### src/rtl/sram_pb_scrubber.sv
// Background scrubber and parity-error logger in front of a 1R1W SRAM read port.
// Client reads always win the port; scrub reads walk every address at a programmable interval.
module sram_pb_scrubber #(
    parameter int unsigned SIZE           = 1024,
    parameter int unsigned ADDR_WIDTH     = $clog2(SIZE),
    parameter int unsigned FIFO_DEPTH     = 4,
    parameter int unsigned COUNT_WIDTH    = 16,
    parameter int unsigned INTERVAL_WIDTH = 16
) (
    input  logic                      clk,
    input  logic                      reset,
    input  logic                      scrub_en,
    input  logic [INTERVAL_WIDTH-1:0] scrub_interval,
    input  logic                      client_read_en,
    input  logic [ADDR_WIDTH-1:0]     client_read_addr,
    output logic                      sram_read_en,
    output logic [ADDR_WIDTH-1:0]     sram_read_addr,
    input  logic                      sram_ecc_pb_error,
    output logic                      client_error,
    output logic                      scrub_pass_done,
    output logic                      err_valid,
    output logic [ADDR_WIDTH-1:0]     err_addr,
    output logic                      err_src,
    input  logic                      err_pop,
    output logic [COUNT_WIDTH-1:0]    err_count,
    output logic                      err_overflow,
    input  logic                      err_clear
);

    localparam int unsigned           PW         = $clog2(FIFO_DEPTH);
    localparam logic [ADDR_WIDTH-1:0] LAST_ADDR  = ADDR_WIDTH'(SIZE - 1);
    localparam logic [PW:0]           FULL_LEVEL = (PW + 1)'(FIFO_DEPTH);

    typedef enum logic [1:0] {IDLE, WAIT, ISSUE} state_t;

    state_t                    state;
    logic [ADDR_WIDTH-1:0]     scrub_addr;
    logic [INTERVAL_WIDTH-1:0] interval_cnt;
    logic                      scrub_issue;
    logic                      err_event;
    logic                      fifo_full;
    logic                      do_pop;
    logic                      do_push;
    logic                      drop;
    logic [ADDR_WIDTH-1:0]     fifo_addr [FIFO_DEPTH];
    logic                      fifo_src  [FIFO_DEPTH];
    logic [PW-1:0]             wr_ptr;
    logic [PW-1:0]             rd_ptr;
    logic [PW:0]               level;

    always_comb begin
        scrub_issue    = (state == ISSUE) && scrub_en && !client_read_en;
        sram_read_en   = client_read_en | scrub_issue;
        sram_read_addr = client_read_en ? client_read_addr : scrub_addr;
        err_event      = sram_read_en & sram_ecc_pb_error;
        fifo_full      = (level == FULL_LEVEL);
        err_valid      = (level != '0);
        do_pop         = err_pop & err_valid;
        // A pop in the same cycle frees the slot, so a full FIFO can still accept the push.
        do_push        = err_event & (!fifo_full | do_pop);
        drop           = err_event & fifo_full & !do_pop;
        err_addr       = fifo_addr[rd_ptr];
        err_src        = fifo_src[rd_ptr];
    end

    always_ff @(posedge clk or negedge reset) begin
        if (!reset) begin
            state           <= IDLE;
            scrub_addr      <= '0;
            interval_cnt    <= '0;
            scrub_pass_done <= 1'b0;
        end else begin
            scrub_pass_done <= 1'b0;
            if (!scrub_en) begin
                state <= IDLE;
            end else begin
                case (state)
                    IDLE: begin
                        state        <= WAIT;
                        interval_cnt <= scrub_interval;
                    end
                    WAIT: begin
                        if (interval_cnt == '0) state <= ISSUE;
                        else interval_cnt <= interval_cnt - INTERVAL_WIDTH'(1);
                    end
                    ISSUE: begin
                        if (!client_read_en) begin
                            scrub_addr      <= (scrub_addr == LAST_ADDR) ? '0
                                                                         : scrub_addr + ADDR_WIDTH'(1);
                            scrub_pass_done <= (scrub_addr == LAST_ADDR);
                            interval_cnt    <= scrub_interval;
                            state           <= WAIT;
                        end
                    end
                    default: state <= IDLE;
                endcase
            end
        end
    end

    always_ff @(posedge clk) begin
        if (do_push) begin
            fifo_addr[wr_ptr] <= sram_read_addr;
            fifo_src[wr_ptr]  <= !client_read_en;
        end
    end

    always_ff @(posedge clk or negedge reset) begin
        if (!reset) begin
            wr_ptr       <= '0;
            rd_ptr       <= '0;
            level        <= '0;
            err_count    <= '0;
            err_overflow <= 1'b0;
            client_error <= 1'b0;
        end else begin
            client_error <= client_read_en & sram_ecc_pb_error;
            if (do_push) wr_ptr <= wr_ptr + PW'(1);
            if (do_pop)  rd_ptr <= rd_ptr + PW'(1);
            if (do_push && !do_pop)      level <= level + (PW + 1)'(1);
            else if (do_pop && !do_push) level <= level - (PW + 1)'(1);

            if (err_clear) begin
                err_count    <= err_event ? COUNT_WIDTH'(1) : '0;
                err_overflow <= drop;
            end else begin
                if (err_event && (err_count != '1)) err_count <= err_count + COUNT_WIDTH'(1);
                if (drop) err_overflow <= 1'b1;
            end
        end
    end

endmodule

### config.mk
export PLATFORM = sky130hd
export DESIGN_NAME = sram_pb_scrubber
export DESIGN_NICKNAME = d
export VERILOG_FILES = /design/src/rtl/sram_pb_scrubber.sv
export SDC_FILE = /design/constraint.sdc
export NUM_CORES = 1
export LEC_CHECK = 0
export ABC_AREA = 1
export BUFFER_PORTS_ARGS = -buffer_cell sky130_fd_sc_hd__buf_4
export CORE_MARGIN = 5
export CORE_UTILIZATION = 50
export CTS_BUF_LIST = sky130_fd_sc_hd__clkbuf_8
export DETAILED_ROUTE_END_ITERATION = 16
export GPL_ROUTABILITY_DRIVEN = 0
export PLACE_DENSITY = 0.7
export SYNTH_ARGS = -nofsm -noshare
export SYNTH_HDL_FRONTEND = slang
export SYNTH_SLANG_ARGS = --single-unit
### constraint.sdc
create_clock -name clk -period 3.99 [get_ports clk]
set_input_delay 0.1995 -clock clk [delete_from_list [all_inputs] [get_ports clk]]
set_output_delay 0.1995 -clock clk [all_outputs]
set_load 0.01 [all_outputs]
Yosys cells after proc, flatten, opt, wreduce, memory -nomap -nowiden
Memory sizes are Yosys's and may differ from the RTL's.
Index checks and enable logic that the tools add are counted.
W data, S select, Z words.

storage, ports and cells
  bits in registers = 54
  RAM bits = 44
  input bits = 33
  output and inout port bits = 42
  word-level logic and storage cells = 77
  memories kept = 2

memories
  name       depth  width  read ports  clocked after Yosys merged registers in  write ports  RTL line  source
  fifo_addr  4      10     1           0                                        1            45        logic [ADDR_WIDTH-1:0] fifo_addr [FIFO_DEPTH];
  fifo_src   4      1      1           0                                        1            46        logic fifo_src [FIFO_DEPTH];

operators by class
  add/sub/neg operators = 7
  equal/unequal tests = 9
  mux-type cells = 21
  bitwise operators = 9
  reductions and logical operators = 19

operators by type and width
  operator                 count
  $mux W16                 4
  $pmux W16 S3             1
  $mux W10                 2
  $add A16 B1 Y16 const B  1
  $logic_not A16 Y1        1
  $ne A16 B16 Y1 const B   1
  $sub A16 B1 Y16 const B  1
  $add A10 B1 Y10 const B  1
  $eq A10 B10 Y1 const B   1
  $mux W1                  8
  $and A1 B1 Y1            6
  $mux W2                  3
  $mux W3                  2
  $ne A3 B3 Y1 const B     2
  $pmux W2 S3              1
  $reduce_bool A2 Y1       3
  $reduce_bool A3 Y1       2
  $logic_and A1 B1 Y1      5
  $add A2 B1 Y2 const B    2
  $logic_not A1 Y1         4
  $ne A2 B2 Y1 const B     2
  $reduce_and A4 Y1        1
  $add A3 B1 Y3 const B    1
  $eq A3 B3 Y1 const B     1
  8 further kinds          9

Logic depth before layout (Yosys ltp)
Gate-level depths: netlist (run 1).

  depth after elaboration = 10
  mapped depth = 14
  gate-level depth less buffers = 14

Worst setup path after synthesis (run 1)
Ideal clock, no wire load.

  kind = register -> register
  from = register state[0]
  to = register level[2]
  library setup time = 0.131 ns
  data arrival time = 2.012 ns
  slack = 1.847 ns
  stages on the path, launching flop included = 14
  cells stage by stage = dfrtp_1 nor2_1 nand2_1 nand2_1 nand2_1 inv_1 nand2_1 inv_1 ha_1 inv_1 fa_1 a21oi_1 o21ai_0 xor2_1

on the way
  longest elaborated chain between the ends = 9
  elaborated cells on any way between the ends = 11

ends and longest elaborated chain
  element                              RTL line  source
  start, declared                      36        state_t state;
  start signal, assigned               68        state <= IDLE;
  start signal, assigned               75        state <= IDLE;
  start signal, assigned               79        state <= WAIT;
  $eq A2 B2 Y1 *                       52        scrub_issue = (state == ISSUE) && scrub_en && !client_read_en;
  $logic_and A1 B1 Y1 * (2 in series)  52
  $or A1 B1 Y1 *                       53        sram_read_en = client_read_en | scrub_issue;
  net sram_read_en                     16        output logic sram_read_en,
  $and A1 B1 Y1 *                      55        err_event = sram_read_en & sram_ecc_pb_error;
  $and A1 B1 Y1 *                      60        do_push = err_event & (!fifo_full | do_pop);
  net do_push                          43        logic do_push;
  $logic_not A1 Y1                     121       else if (do_pop && !do_push) level <= level - (PW + 1)'(1);
  $logic_and A1 B1 Y1                  121
  $reduce_bool A2 Y1 (no line)         n/a
  end signal, assigned                 120       if (do_push && !do_pop) level <= level + (PW + 1)'(1);
  end signal, assigned                 121
  end, declared                        49        logic [PW:0] level;

Mark *: on every way through the listed nets, which the timed path passes. The rest lies on a longest branch.
A chain may end at the register's enable or synchronous reset.

Worst setup path in the final report (run 1)
  from = register state[1]
  to = register interval_cnt[10]

on the way
  longest elaborated chain between the ends = 3
  elaborated cells on any way between the ends = 8

ends and longest elaborated chain
  element                                                       RTL line  source
  $eq A2 B1 Y1 (tied with other cells)                          77        case (state)
  $ne A2 B2 Y1 (no line) or $reduce_bool A3 Y1 (tied branches)  n/a
  $reduce_and A4 Y1 (no line)                                   n/a
  end signal, assigned                                          80        interval_cnt <= scrub_interval;
  end signal, assigned                                          84        else interval_cnt <= interval_cnt - INTERVAL_WIDTH'(1);
  end signal, assigned                                          91        interval_cnt <= scrub_interval;
  end, declared                                                 38        logic [INTERVAL_WIDTH-1:0] interval_cnt;

Several ways; a longest one is shown, not always the timed one.

==> metrics, run 1 <==
number of fill cells in the layout around 910; cell count of the worst hold path 3; Peak VDD IR ~0.24 mV; wire length of the first global-routing pass roughly 20000 um; cell depth of the worst flop-to-flop path 7; cells after synthesis roughly 630; vias in the first global route about 4300; I/O pins 75; largest incremental delay on the critical path approximately 670 ps; Final Hold Vio Count 0; TritonCTS buffer count 9; CTS H-tree depth 3; global-route usage over all layers 0.193; number of placed cells counting well taps approximately 820; number of nets with antenna violations after routing 0; length of routed met3 wiring between 600 and 700 um; dominant register cell in the synthesized netlist sky130_fd_sc_hd__dfrtp_1; number of max-cap violations 0; via density per instance approximately 5.3; fmax between 300 and 400 MHz; max-slew violation count 0; worst endpoint data arrival time 3040 ps; clock latency on the worst-skew pair 360 ps; worst reg2reg path startpoint state[1]; DRC violation count after routing 0; register bit count reported by yosys ~100; class of the worst hold path primary input to flip-flop; Period Utilization, post-route 0.695; clock tree from TritonCTS done; fraction of final layout cells with drive strength greater than 1 0.142; power density of the placed cells between 500 and 600 mW/mm^2; post-place setup slack about 1200 ps; final routed wirelength across all metal layers 11700 um; synthesis-to-finish area growth 16.3%; detailed-route wire length per cell 14.1 um; post-CTS clock slew at the launch and capture registers of the worst setup and hold paths 100 ps; critical path launch point type flip-flop; Inserted Diodes 0; number of library cell types mapped by synthesis 32; maximum number of pins on one net before global-route repair 55; area of the mapped netlist between 0.005 and 0.006 mm^2; Die Ht 111 um; Met1 Wirelength approximately 5000 um; critical path class flip-flop to flip-flop; number of vias after detailed routing about 4400; final layout net count 735; leakage power of the design between 2 and 3 nW; initial cell density of the core 0.504; remaining global-route overflow 0; Longest Clk Path Bufs 2; horizontal die dimension between 100 and 150 um; Seq/Total Area, Yosys 0.521; most frequent standard cell in the layout excluding fill and tap cells sky130_fd_sc_hd__nand2_1; worst-path fanout max 23; average footprint of a synthesized cell a little over 8 um^2; post-route design area approximately 0.006 mm^2; router iterations before antenna repair 5; Root Buffer sky130_fd_sc_hd__clkbuf_8; shortest clock period the worst path allows after layout between 2000 and 3000 ps; area of the core 0.0102 mm^2; launching element of the worst setup path state[1]; area fraction of the dominant cell type after synthesis 0.263; quantity of I/O buffers inserted on ports 74; total placed instance area ~0.0058 mm^2; total half-perimeter wirelength after legalization and detailed placement approximately 8400 um; worst setup margin ~1200 ps; worst hold slack across all endpoints around 48 ps; Post-synth EDFFs 44; Setup Viol. Count Final 0; post-synthesis cell type with the largest combined area sky130_fd_sc_hd__dfrtp_1; Worst Tran Pin Value 1090 ps; Layout Cells excl Fill about 830; critical path capture point type flip-flop; list of cells traversed by the critical path inv_1, nand2_1, inv_1, nand3_1, nand2_1, nand2_1, o21ai_0; setup repair after global routing missed its margin false; standard-cell row count 37; max_slew headroom 0.268; wire length on met2 a little under 6000 um; Fin Setup TNS 0 ps; Max Used Layer met4; initial antenna violation count 0; startpoint of the worst hold path sram_ecc_pb_error; number of design-rule violations left by the first detailed-router iteration slightly below 300; async set or reset register ratio after synthesis 0.551; Yosys warnings 0; CTS sink cnt 98; top post-synthesis cells by area sky130_fd_sc_hd__dfrtp_1 26%, sky130_fd_sc_hd__edfxtp_1 26%, sky130_fd_sc_hd__nand2_1 14%; library cell appearing most often on the critical path sky130_fd_sc_hd__nand2_1; data required time of the worst path 4250 ps; worst-path cell with the longest stage delay sky130_fd_sc_hd__nand2_1; worst clock skew about 11 ps; area of the die roughly 0.012 mm^2; outcome completed; most frequent cells in the layout 186 x sky130_fd_sc_hd__nand2_1, 83 x sky130_fd_sc_hd__nor2_1, 74 x sky130_fd_sc_hd__buf_4, 59 x sky130_fd_sc_hd__o21ai_0, 57 x sky130_fd_sc_hd__inv_1; post-CTS setup repair buffer count 0; Synth Net Count between 600 and 700
==> worst max-delay path: cells and delay by family (launching register included) <==
family                 cells  cell delay [ps]
and+or+nand+nor            4             1590
DFF                        1              370
AOI/OAI and AO/OA          1              100
buffers and inverters      2              620
==> routing by layer <==
metal,GRT usage,up-vias
li1,-,2167
met3,0.0289,24
met5,0,-
met4,0.0633,0
met1,0.254,2084
met2,0.330,131
==> area by class of cell <==
class                           instances  area (um^2)  share of cell area
Tap cell                              136          170              0.0285
Sequential cell                        98         2670               0.448
Timing Repair Buffer                   75          566              0.0947
Inverter                               58          223              0.0373
Multi-Input combinational cell        450         2130               0.357
Clock inverter                          7         85.1              0.0142
Clock buffer                            9          124              0.0207
==> cell usage after synthesis, types with 2 or more instances <==
master                     count
sky130_fd_sc_hd__nor3_1        8
sky130_fd_sc_hd__or2_2         2
sky130_fd_sc_hd__xor2_1       14
sky130_fd_sc_hd__clkbuf_1     13
sky130_fd_sc_hd__o22ai_1      11
sky130_fd_sc_hd__xnor2_1       2
sky130_fd_sc_hd__buf_2         4
sky130_fd_sc_hd__edfxtp_1     44
sky130_fd_sc_hd__o21bai_1      3
sky130_fd_sc_hd__nor2_1       83
sky130_fd_sc_hd__o21ai_0      59
sky130_fd_sc_hd__dfrtp_1      54
sky130_fd_sc_hd__nand4_1       7
sky130_fd_sc_hd__nand3_1      48
sky130_fd_sc_hd__a21oi_1       8
sky130_fd_sc_hd__inv_1        57
sky130_fd_sc_hd__nand2_1     186
sky130_fd_sc_hd__ha_1          9
==> stage by stage <==
step | utilization | power, mW
detailed placement | 0.565 | 2.40
floorplan | - | 2.02
global route | 0.586 | 3.26
CTS | 0.586 | 3.06
global placement | 0.565 | 2.35
finish | 0.586 | 3.05
==> cells by family after synthesis <==
| family | count (synthesis) | synth area share |
|---|---|---|
| AOI/OAI and AO/OA | 84 | 0.0875 |
| xor gates and xnor gates | 16 | 0.0273 |
| and+or+nand+nor | 339 | 0.272 |
| adders and majority gates | 10 | 0.0258 |
| muxes | 1 | 0.00219 |
| DFF | 98 | 0.521 |
| buffers and inverters | 78 | 0.0643 |
==> registers in the layout, summed over array words and instances (netlist names) <==
name,count
state,2
err_overflow,1
interval_cnt,16
fifo_addr,40
rd_ptr,2
wr_ptr,2
scrub_addr,10
scrub_pass_done,1
level,3
client_error,1
fifo_src,4
err_count,16
==> path summary, 6_finish.rpt <==
check / slack (ps) / end
worst max-delay path: 1220 / interval_cnt[10]
worst min-delay path: 50 / client_error
worst max register to register: 1220 / interval_cnt[10]
worst min register to register: 550 / level[0]
max in group asynchronous: 3080 / scrub_addr[1]
min in group asynchronous: 410 / err_count[13]
==> timing repair <==
action	in CTS	in global routing
endpoints found under the hold margin	54	0
endpoints found under the setup margin	0	0
gates resized for setup	0	0
hold buffers	1	0
==> power by group <==
group	switching (mW)	internal (mW)	total, mW
clock network	0.374	0.302	0.676
logic	0.603	0.394	0.997
registers	0.164	1.21	1.38
(Power assumes the default switching activity.)
==> run 2, diff against run 1 <==
==> constraint.sdc (replaced) <==
create_clock -name clk -period 2.6 [get_ports clk]
set_input_delay 0.13 -clock clk [delete_from_list [all_inputs] [get_ports clk]]
set_output_delay 0.13 -clock clk [all_outputs]
set_load 0.01 [all_outputs]
==> run 2 against run 1 <==
Worst setup slack got worse by 940 ps; sequential share of layout area fell by 0.35 points; critical path type unchanged; sequential power rose by 49%; highest routed layer unchanged; utilization rose by 0.47 points; hold slack got worse by 29 ps; wire length rose by 0.84%; largest cell class unchanged; die area did not move.
==> metrics, run 2 (synthesized netlist as in run 1, its figures left out) <==
largest incremental delay on the critical path 430 ps (was 670 ps); vias in the first global route 4191 (was 4319); shortest clock period the worst path allows after layout 2330 ps (was 2770 ps); library cell appearing most often on the critical path sky130_fd_sc_hd__nand2_1 (unchanged); Longest Clk Path Bufs 2 (unchanged); list of cells traversed by the critical path nor2_1, nand2_1, nand2_1, nand3_1, nand2_1, inv_1, ha_1, inv_1, fa_1, mux2_2 (was inv_1, nand2_1, inv_1, nand3_1, nand2_1, nand2_1, o21ai_0); worst-path fanout max 6 (was 23); via density per instance 5.21 (was 5.29); worst hold slack across all endpoints 18.9 ps (was 47.5 ps); launching element of the worst setup path level[0] (was state[1]); worst reg2reg path startpoint level[0] (was state[1]); Combinational Power Share 0.351 (was 0.327); remaining global-route overflow 0 (unchanged); startpoint of the worst hold path err_pop (was sram_ecc_pb_error); number of placed cells counting well taps 825 (was 816); CTS H-tree depth 3 (unchanged); total half-perimeter wirelength after legalization and detailed placement 8400 um (about the same); class of the worst hold path primary input to flip-flop (unchanged); initial cell density of the core 0.504 (unchanged); critical path class flip-flop to flip-flop (unchanged); post-CTS clock slew at the launch and capture registers of the worst setup and hold paths 90 ps (was 100 ps); quantity of I/O buffers inserted on ports 74 (unchanged); number of vias after detailed routing 4391 (was 4406); most frequent cells in the layout 186 x sky130_fd_sc_hd__nand2_1, 83 x sky130_fd_sc_hd__nor2_1, 83 x sky130_fd_sc_hd__buf_4, 59 x sky130_fd_sc_hd__o21ai_0, 57 x sky130_fd_sc_hd__inv_1 (was 186 x sky130_fd_sc_hd__nand2_1, 83 x sky130_fd_sc_hd__nor2_1, 74 x sky130_fd_sc_hd__buf_4, 59 x sky130_fd_sc_hd__o21ai_0, 57 x sky130_fd_sc_hd__inv_1); wire length of the first global-routing pass 19600 um (was 19900 um); area of the core 0.0102 mm^2 (unchanged); critical path launch point type flip-flop (unchanged); Root Buffer sky130_fd_sc_hd__clkbuf_8 (unchanged); Peak VDD IR 0.418 mV (was 0.239 mV); worst endpoint data arrival time 2580 ps (was 3040 ps); critical path capture point type flip-flop (unchanged); sequential share of power 0.450 (was 0.452); proportion of total power due to net switching 0.378 (was 0.374); post-CTS setup repair buffer count 0 (unchanged); standard-cell row count 37 (unchanged); Period Utilization, post-route 0.895 (was 0.695); Layout Cells excl Fill 843 (was 833); clock tree from TritonCTS done (unchanged); max_slew headroom 0.525 (was 0.268); most frequent standard cell in the layout excluding fill and tap cells sky130_fd_sc_hd__nand2_1 (unchanged); detailed-route wire length per cell 14.0 um (was 14.1 um); clock latency on the worst-skew pair 360 ps (about the same); Fin Setup TNS 0 ps (unchanged); maximum number of pins on one net before global-route repair 55 (unchanged); internal power of the cells 2.85 mW (was 1.91 mW); reg-to-reg endpoint level[1] (was interval_cnt[10]); router iterations before antenna repair 5 (unchanged); setup repair after global routing missed its margin false (unchanged); worst clock skew 6.50 ps (was 11.1 ps); data required time of the worst path 2850 ps (was 4250 ps); number of design-rule violations left by the first detailed-router iteration 249 (was 289); initial antenna violation count 0 (unchanged); number of max-cap violations 0 (unchanged); synthesis-to-finish area growth 17.2% (was 16.3%); area of the die 0.0124 mm^2 (unchanged); part of the total power dissipated in the clock network 0.199 (was 0.222); total power after layout 4.59 mW (was 3.05 mW); final layout net count 745 (was 735); end point of the critical path level[1] (was interval_cnt[10]); Setup Viol. Count Final 0 (unchanged); setup slack on the worst flop-to-flop path 270 ps (was 1220 ps); Final Hold Vio Count 0 (unchanged); fraction of final layout cells with drive strength greater than 1 0.153 (was 0.142); max-slew violation count 0 (unchanged); Worst Tran Pin Value 705 ps (was 1090 ps); I/O pins 75 (unchanged); outcome completed (unchanged); DRC violation count after routing 0 (unchanged); horizontal die dimension 111 um (unchanged); Inserted Diodes 0 (unchanged); worst-path cell with the longest stage delay sky130_fd_sc_hd__dfrtp_1 (was sky130_fd_sc_hd__nand2_1); Die Ht 111 um (unchanged); TritonCTS buffer count 9 (unchanged); number of nets with antenna violations after routing 0 (unchanged); top register by number of flip-flops fifo_addr (unchanged); cell depth of the worst flop-to-flop path 10 (was 7); leakage power of the design 2.74 nW (was 2.70 nW); Top Registers fifo_addr (40), err_count (16), interval_cnt (16) (unchanged); final routed wirelength across all metal layers 11800 um (was 11700 um); power density of the placed cells 762 mW/mm^2 (was 511 mW/mm^2); global-route usage over all layers 0.192 (was 0.193); fmax 430 MHz (was 361 MHz); Largest register FFs 40 (unchanged); CTS sink cnt 98 (unchanged); switching pwr 1.73 mW (was 1.14 mW)
==> run 2: cell types whose count changed in the layout (fill, tap and decap cells not counted) <==
cell,delta
sky130_fd_sc_hd__dlygate4sd3_1,+1
sky130_fd_sc_hd__inv_8,-2
sky130_fd_sc_hd__clkinv_4,+2
sky130_fd_sc_hd__buf_4,+9
sky130_fd_sc_hd__clkinv_2,+1
sky130_fd_sc_hd__bufinv_16,-1
==> run 2: power by group through the flow <==
stage | Sequential (mW) | Combinational [mW] | Clock, mW
after global placement | 2.08 | 1.56 | 0
after detailed placement | 2.09 | 1.62 | 0
after floorplan | 2.03 | 1.07 | 0
after CTS | 2.06 | 1.63 | 0.940
final | 2.06 | 1.61 | 0.911
after global routing | 2.10 | 1.81 | 0.997
==> run 2: worst max-delay path, delay by kind of cell (launching register included) <==
| family | cells | cell delay (ps) |
|---|---|---|
| AND/OR/NAND/NOR | 5 | 700 |
| adder cells (fa/ha/maj) | 2 | 610 |
| flip-flops | 1 | 430 |
| multiplexers | 1 | 260 |
| buffers and inverters | 2 | 190 |
==> run 2: how the worst min path moves through the flow <==
stage | slack (ps) | end | cells past startpoint
3_3_place_gp | 230 | rd_ptr[0] | 1
4_1_cts | 8 | rd_ptr[0] | 3
3_5_place_dp | 220 | rd_ptr[1] | 1
2_1_floorplan | -170 | client_error | 0
5_1_grt | 30 | rd_ptr[0] | 3
6_report | 20 | rd_ptr[0] | 3
==> run 2: metrics by stage <==
| stage | util | worst slack, ps | area (um^2) |
|---|---|---|---|
| global route | 0.591 | 85.9 | 6020 |
| detailed placement | 0.571 | 269 | 5820 |
| finish | 0.591 | 273 | 6020 |
| floorplan | - | 457 | 5130 |
| global placement | 0.571 | 381 | 5820 |
| CTS | 0.591 | 253 | 6020 |
==> run 2: cell type report <==
cell class	count	area [um^2]
flip-flops and latches	98	2670
inverters	58	223
repair buffers	85	643
clock inverters	7	55.1
well taps	136	170
multi-input cells	450	2130
clock buffers	9	124
fillers	938	4170
==> run 2: what timing repair did <==
action,CTS,global route
hold endpoints to repair,55,0
hold buffers,2,0
resized for setup,0,0
==> run 2: metal layers <==
layer  wire length (um)  global-route usage  up-vias
met3                563              0.0317       23
met1               5290               0.249     2064
met2               5690               0.322      110
li1                   -                   -     2194
met5                  0                   0        -
met4                287              0.0811        0
==> run 3, diff against run 2 <==
--- a/config.mk
+++ b/config.mk
@@ -5,14 +5,13 @@
 export SDC_FILE = /design/constraint.sdc
 export NUM_CORES = 1
 export LEC_CHECK = 0
-export ABC_AREA = 1
 export BUFFER_PORTS_ARGS = -buffer_cell sky130_fd_sc_hd__buf_4
 export CORE_MARGIN = 5
 export CORE_UTILIZATION = 50
 export CTS_BUF_LIST = sky130_fd_sc_hd__clkbuf_8
 export DETAILED_ROUTE_END_ITERATION = 16
 export GPL_ROUTABILITY_DRIVEN = 0
-export PLACE_DENSITY = 0.7
+export PLACE_DENSITY = 0.71
 export SYNTH_ARGS = -nofsm -noshare
 export SYNTH_HDL_FRONTEND = slang
 export SYNTH_SLANG_ARGS = --single-unit
==> run 3 against run 2 <==
Via count shrank 17%; maximum frequency is 5.6% higher; non-clock buffer count down 1; worst setup slack better by 120 ps; wire length is 5.4% lower; critical path depth down 1; utilization is 0.84 points higher; combinational power decreased by 25%; global-route usage increased by 0.81 points; first-iteration DRC count down 31%; cell area is 3.6% lower; total power down 5.4%.
==> metrics, run 3 <==
outcome completed (unchanged); critical path launch point type flip-flop (unchanged); Largest register FFs 40 (unchanged); reg-to-reg endpoint level[2] (was level[1]); critical path capture point type flip-flop (unchanged); cells after synthesis 406 (was 626); area of the core 0.00968 mm^2 (was 0.0102 mm^2); hold-fix buffer count after cts 1 (was 2); Combinational Power Share 0.279 (was 0.351); Yosys warnings 0 (unchanged); multiplexer share of the synthesized area 0.0866 (was 0.00219); area of the die 0.0119 mm^2 (was 0.0124 mm^2); fmax 454 MHz (was 430 MHz); horizontal die dimension 109 um (was 111 um); xor and xnor area share after synthesis 0.0195 (was 0.0273); Fin Setup TNS 0 ps (unchanged); data required time of the worst path 2880 ps (was 2850 ps); worst hold endpoint state[1] (was rd_ptr[0]); initial cell density of the core 0.509 (was 0.504); Worst Tran Pin Value 863 ps (was 705 ps); Peak VDD IR 0.388 mV (was 0.418 mV); total half-perimeter wirelength after legalization and detailed placement 8060 um (was 8400 um); fraction of final layout cells with drive strength greater than 1 0.256 (was 0.153); worst reg2reg path startpoint state[0] (was level[0]); vias in the first global route 3636 (was 4191); router iterations before antenna repair 4 (was 5); Root Buffer sky130_fd_sc_hd__clkbuf_8 (unchanged); Largest delay share family, worst path adder cells (was simple AND/OR/NAND/NOR gates); Final Hold Vio Count 0 (unchanged); startpoint of the worst hold path scrub_en (was err_pop); CTS sink cnt 98 (unchanged); sequential share of power 0.506 (was 0.450); Layout Cells excl Fill 622 (was 843); max_slew headroom 0.425 (was 0.525); clock latency on the worst-skew pair 360 ps (about the same); average footprint of a synthesized cell 12.1 um^2 (was 8.20 um^2); shortest clock period the worst path allows after layout 2200 ps (was 2330 ps); cells resized by post-CTS repair 0 (unchanged); Setup Viol. Count Final 0 (unchanged); post-CTS clock slew at the launch and capture registers of the worst setup and hold paths 100 ps (was 90 ps); critical path class flip-flop to flip-flop (unchanged); synthesis-to-finish area growth 17.8% (was 17.2%); post-synthesis cell type with the largest combined area sky130_fd_sc_hd__dfrtp_1 (unchanged); DRC violation count after routing 0 (unchanged); Top Registers fifo_addr (40), err_count (16), interval_cnt (16) (unchanged); register bit count reported by yosys 98 (unchanged); cell count of the worst hold path 2 (was 3); async set or reset register ratio after synthesis 0.551 (unchanged); worst setup margin 396 ps (was 273 ps); final routed wirelength across all metal layers 11200 um (was 11800 um); power density of the placed cells 747 mW/mm^2 (was 762 mW/mm^2); worst endpoint data arrival time 2490 ps (was 2580 ps); Die Ht 109 um (was 111 um); share of the synthesized area in compound gates (AO/OA/AOI/OAI) 0.125 (was 0.0875); count of buffering cells on the critical path with inverters included 1 (was 2); global-route usage over all layers 0.201 (was 0.192); Period Utilization, post-route 0.848 (was 0.895); worst-path fanout max 9 (was 6); Longest Clk Path Bufs 2 (unchanged); number of placed cells counting well taps 605 (was 825); initial antenna violation count 0 (unchanged); setup slack on the worst flop-to-flop path 400 ps (was 270 ps); list of cells traversed by the critical path and3b_1, o21ai_1, nor2_1, ha_1, inv_1, fa_1, xor2_1, nor2_1, xor2_1 (was nor2_1, nand2_1, nand2_1, nand3_1, nand2_1, inv_1, ha_1, inv_1, fa_1, mux2_2); post-CTS setup repair buffer count 0 (unchanged); I/O pins 75 (unchanged); launching element of the worst setup path state[0] (was level[0]); total power after layout 4.34 mW (was 4.59 mW); number of vias after detailed routing 3629 (was 4391); switching pwr 1.45 mW (was 1.73 mW); detailed-route wire length per cell 18.0 um (was 14.0 um); number of nets with antenna violations after routing 0 (unchanged); worst clock skew 17.5 ps (was 6.50 ps); Synth Net Count 449 (was 669); worst-path cell with the longest stage delay sky130_fd_sc_hd__dfrtp_1 (unchanged); cell depth of the worst flop-to-flop path 9 (was 10); quantity of I/O buffers inserted on ports 74 (unchanged); internal power of the cells 2.89 mW (was 2.85 mW); part of the total power dissipated in the clock network 0.215 (was 0.199); remaining global-route overflow 0 (unchanged); ranking of synthesized cells by instance count 54 x sky130_fd_sc_hd__dfrtp_1, 44 x sky130_fd_sc_hd__edfxtp_1, 43 x sky130_fd_sc_hd__nand2_1 (was 186 x sky130_fd_sc_hd__nand2_1, 83 x sky130_fd_sc_hd__nor2_1, 59 x sky130_fd_sc_hd__o21ai_0); dominant combinational cell family by area after synthesis simple AND/OR/NAND/NOR gates (unchanged); TritonCTS buffer count 9 (unchanged); area of the mapped netlist 0.00493 mm^2 (was 0.00513 mm^2); leakage power of the design 2.33 nW (was 2.74 nW); wire length of the first global-routing pass 18500 um (was 19600 um); top-count cell post-synth sky130_fd_sc_hd__dfrtp_1 (was sky130_fd_sc_hd__nand2_1); post-place setup slack 415 ps (was 269 ps); top post-synthesis cells by area sky130_fd_sc_hd__dfrtp_1 27%, sky130_fd_sc_hd__edfxtp_1 27%, sky130_fd_sc_hd__mux4_2 5.0% (was sky130_fd_sc_hd__dfrtp_1 26%, sky130_fd_sc_hd__edfxtp_1 26%, sky130_fd_sc_hd__nand2_1 14%); clock tree from TritonCTS done (unchanged); most frequent cells in the layout 83 x sky130_fd_sc_hd__buf_4, 54 x sky130_fd_sc_hd__dfrtp_1, 44 x sky130_fd_sc_hd__edfxtp_1, 43 x sky130_fd_sc_hd__nand2_1, 17 x sky130_fd_sc_hd__nand3_1 (was 186 x sky130_fd_sc_hd__nand2_1, 83 x sky130_fd_sc_hd__nor2_1, 83 x sky130_fd_sc_hd__buf_4, 59 x sky130_fd_sc_hd__o21ai_0, 57 x sky130_fd_sc_hd__inv_1); Post-synth EDFFs 44 (unchanged); proportion of total power due to net switching 0.334 (was 0.378); top register by number of flip-flops fifo_addr (unchanged); class of the worst hold path primary input to flip-flop (unchanged); number of design-rule violations left by the first detailed-router iteration 171 (was 249); CTS H-tree depth 3 (unchanged); simple-gate share of the synthesized area 0.166 (was 0.272); most frequent standard cell in the layout excluding fill and tap cells sky130_fd_sc_hd__buf_4 (was sky130_fd_sc_hd__nand2_1); area fraction of the dominant cell type after synthesis 0.274 (was 0.263); standard-cell row count 36 (was 37); adder-cell share of the synthesized area 0.0269 (was 0.0258); maximum number of pins on one net before global-route repair 55 (unchanged); max-slew violation count 0 (unchanged); final layout net count 527 (was 745); number of max-cap violations 0 (unchanged); via density per instance 5.83 (was 5.21); dominant register cell in the synthesized netlist sky130_fd_sc_hd__dfrtp_1 (unchanged); Inserted Diodes 0 (unchanged); number of library cell types mapped by synthesis 71 (was 32); Seq/Total Area, Yosys 0.542 (was 0.521); setup repair after global routing missed its margin false (unchanged); largest incremental delay on the critical path 460 ps (was 430 ps)
run 3: cell count changes after synthesis, moves of 11 or more:
cell                      change
sky130_fd_sc_hd__inv_1       -44
sky130_fd_sc_hd__mux4_2      +11
sky130_fd_sc_hd__xor2_1      -11
sky130_fd_sc_hd__nand3_1     -31
sky130_fd_sc_hd__o21ai_0     -57
sky130_fd_sc_hd__nor2_1      -67
sky130_fd_sc_hd__nand2_1    -143
sky130_fd_sc_hd__mux2_1      +13
run 3: layout make-up:
class	instances	area (um^2)
multi-input cells	276	2090
clock buffers	9	124
well taps	133	166
clock inverters	7	61.3
repair buffers	84	633
flip-flops and latches	98	2670
inverters	15	56.3
fillers	832	3880
run 3: logic make-up after synthesis:
group / Yosys count
AO/OA/AOI/OAI: 81
buffers and inverters: 32
adder cells (fa/ha/maj): 10
AND/OR/NAND/NOR: 147
multiplexers: 27
XOR/XNOR: 11
flip-flops: 98
run 3: how the worst max path moves through the flow:
stage,to,slack [ps],cells past startpoint
final,level[2],400,9
after global routing,level[2],270,9
after CTS,level[2],390,9
after detailed placement,level[2],410,9
after global placement,level[2],570,9
after floorplan,level[2],350,9
run 3: power groups by stage:
stage | Combinational (mW) | Clock (mW) | Sequential [mW]
after floorplan | 0.893 | 0 | 2.08
after global placement | 1.18 | 0 | 2.21
after detailed placement | 1.23 | 0 | 2.23
after CTS | 1.23 | 0.960 | 2.20
after global routing | 1.33 | 1.02 | 2.24
final | 1.21 | 0.932 | 2.19
run 3: through the flow:
step                utilization  instance area, um^2  hold slack, ps
global route              0.599                 5800            29.4
finish                    0.599                 5800            43.4
detailed placement        0.579                 5610             236
floorplan                     -                 4930            -166
CTS                       0.599                 5800            22.1
global placement          0.579                 5610             237
run 3: worst register-to-register path: stages, from the launching register on:
cell                      delay, ps
sky130_fd_sc_hd__dfrtp_1        460
sky130_fd_sc_hd__and3b_1        290
sky130_fd_sc_hd__o21ai_1         90
sky130_fd_sc_hd__nor2_1         180
sky130_fd_sc_hd__ha_1           220
sky130_fd_sc_hd__inv_1           60
sky130_fd_sc_hd__fa_1           380
sky130_fd_sc_hd__xor2_1         170
sky130_fd_sc_hd__nor2_1         110
sky130_fd_sc_hd__xor2_1         160
run 3: layer usage:
metal / GRT usage / vias to the layer above / part of all wire
met1: 0.268 / 1824 / 0.45
met5: 0 / - / 0
met4: 0.0427 / 0 / 0.0046
met2: 0.336 / 79 / 0.50
li1: - / 1724 / -
met3: 0.0462 / 2 / 0.047
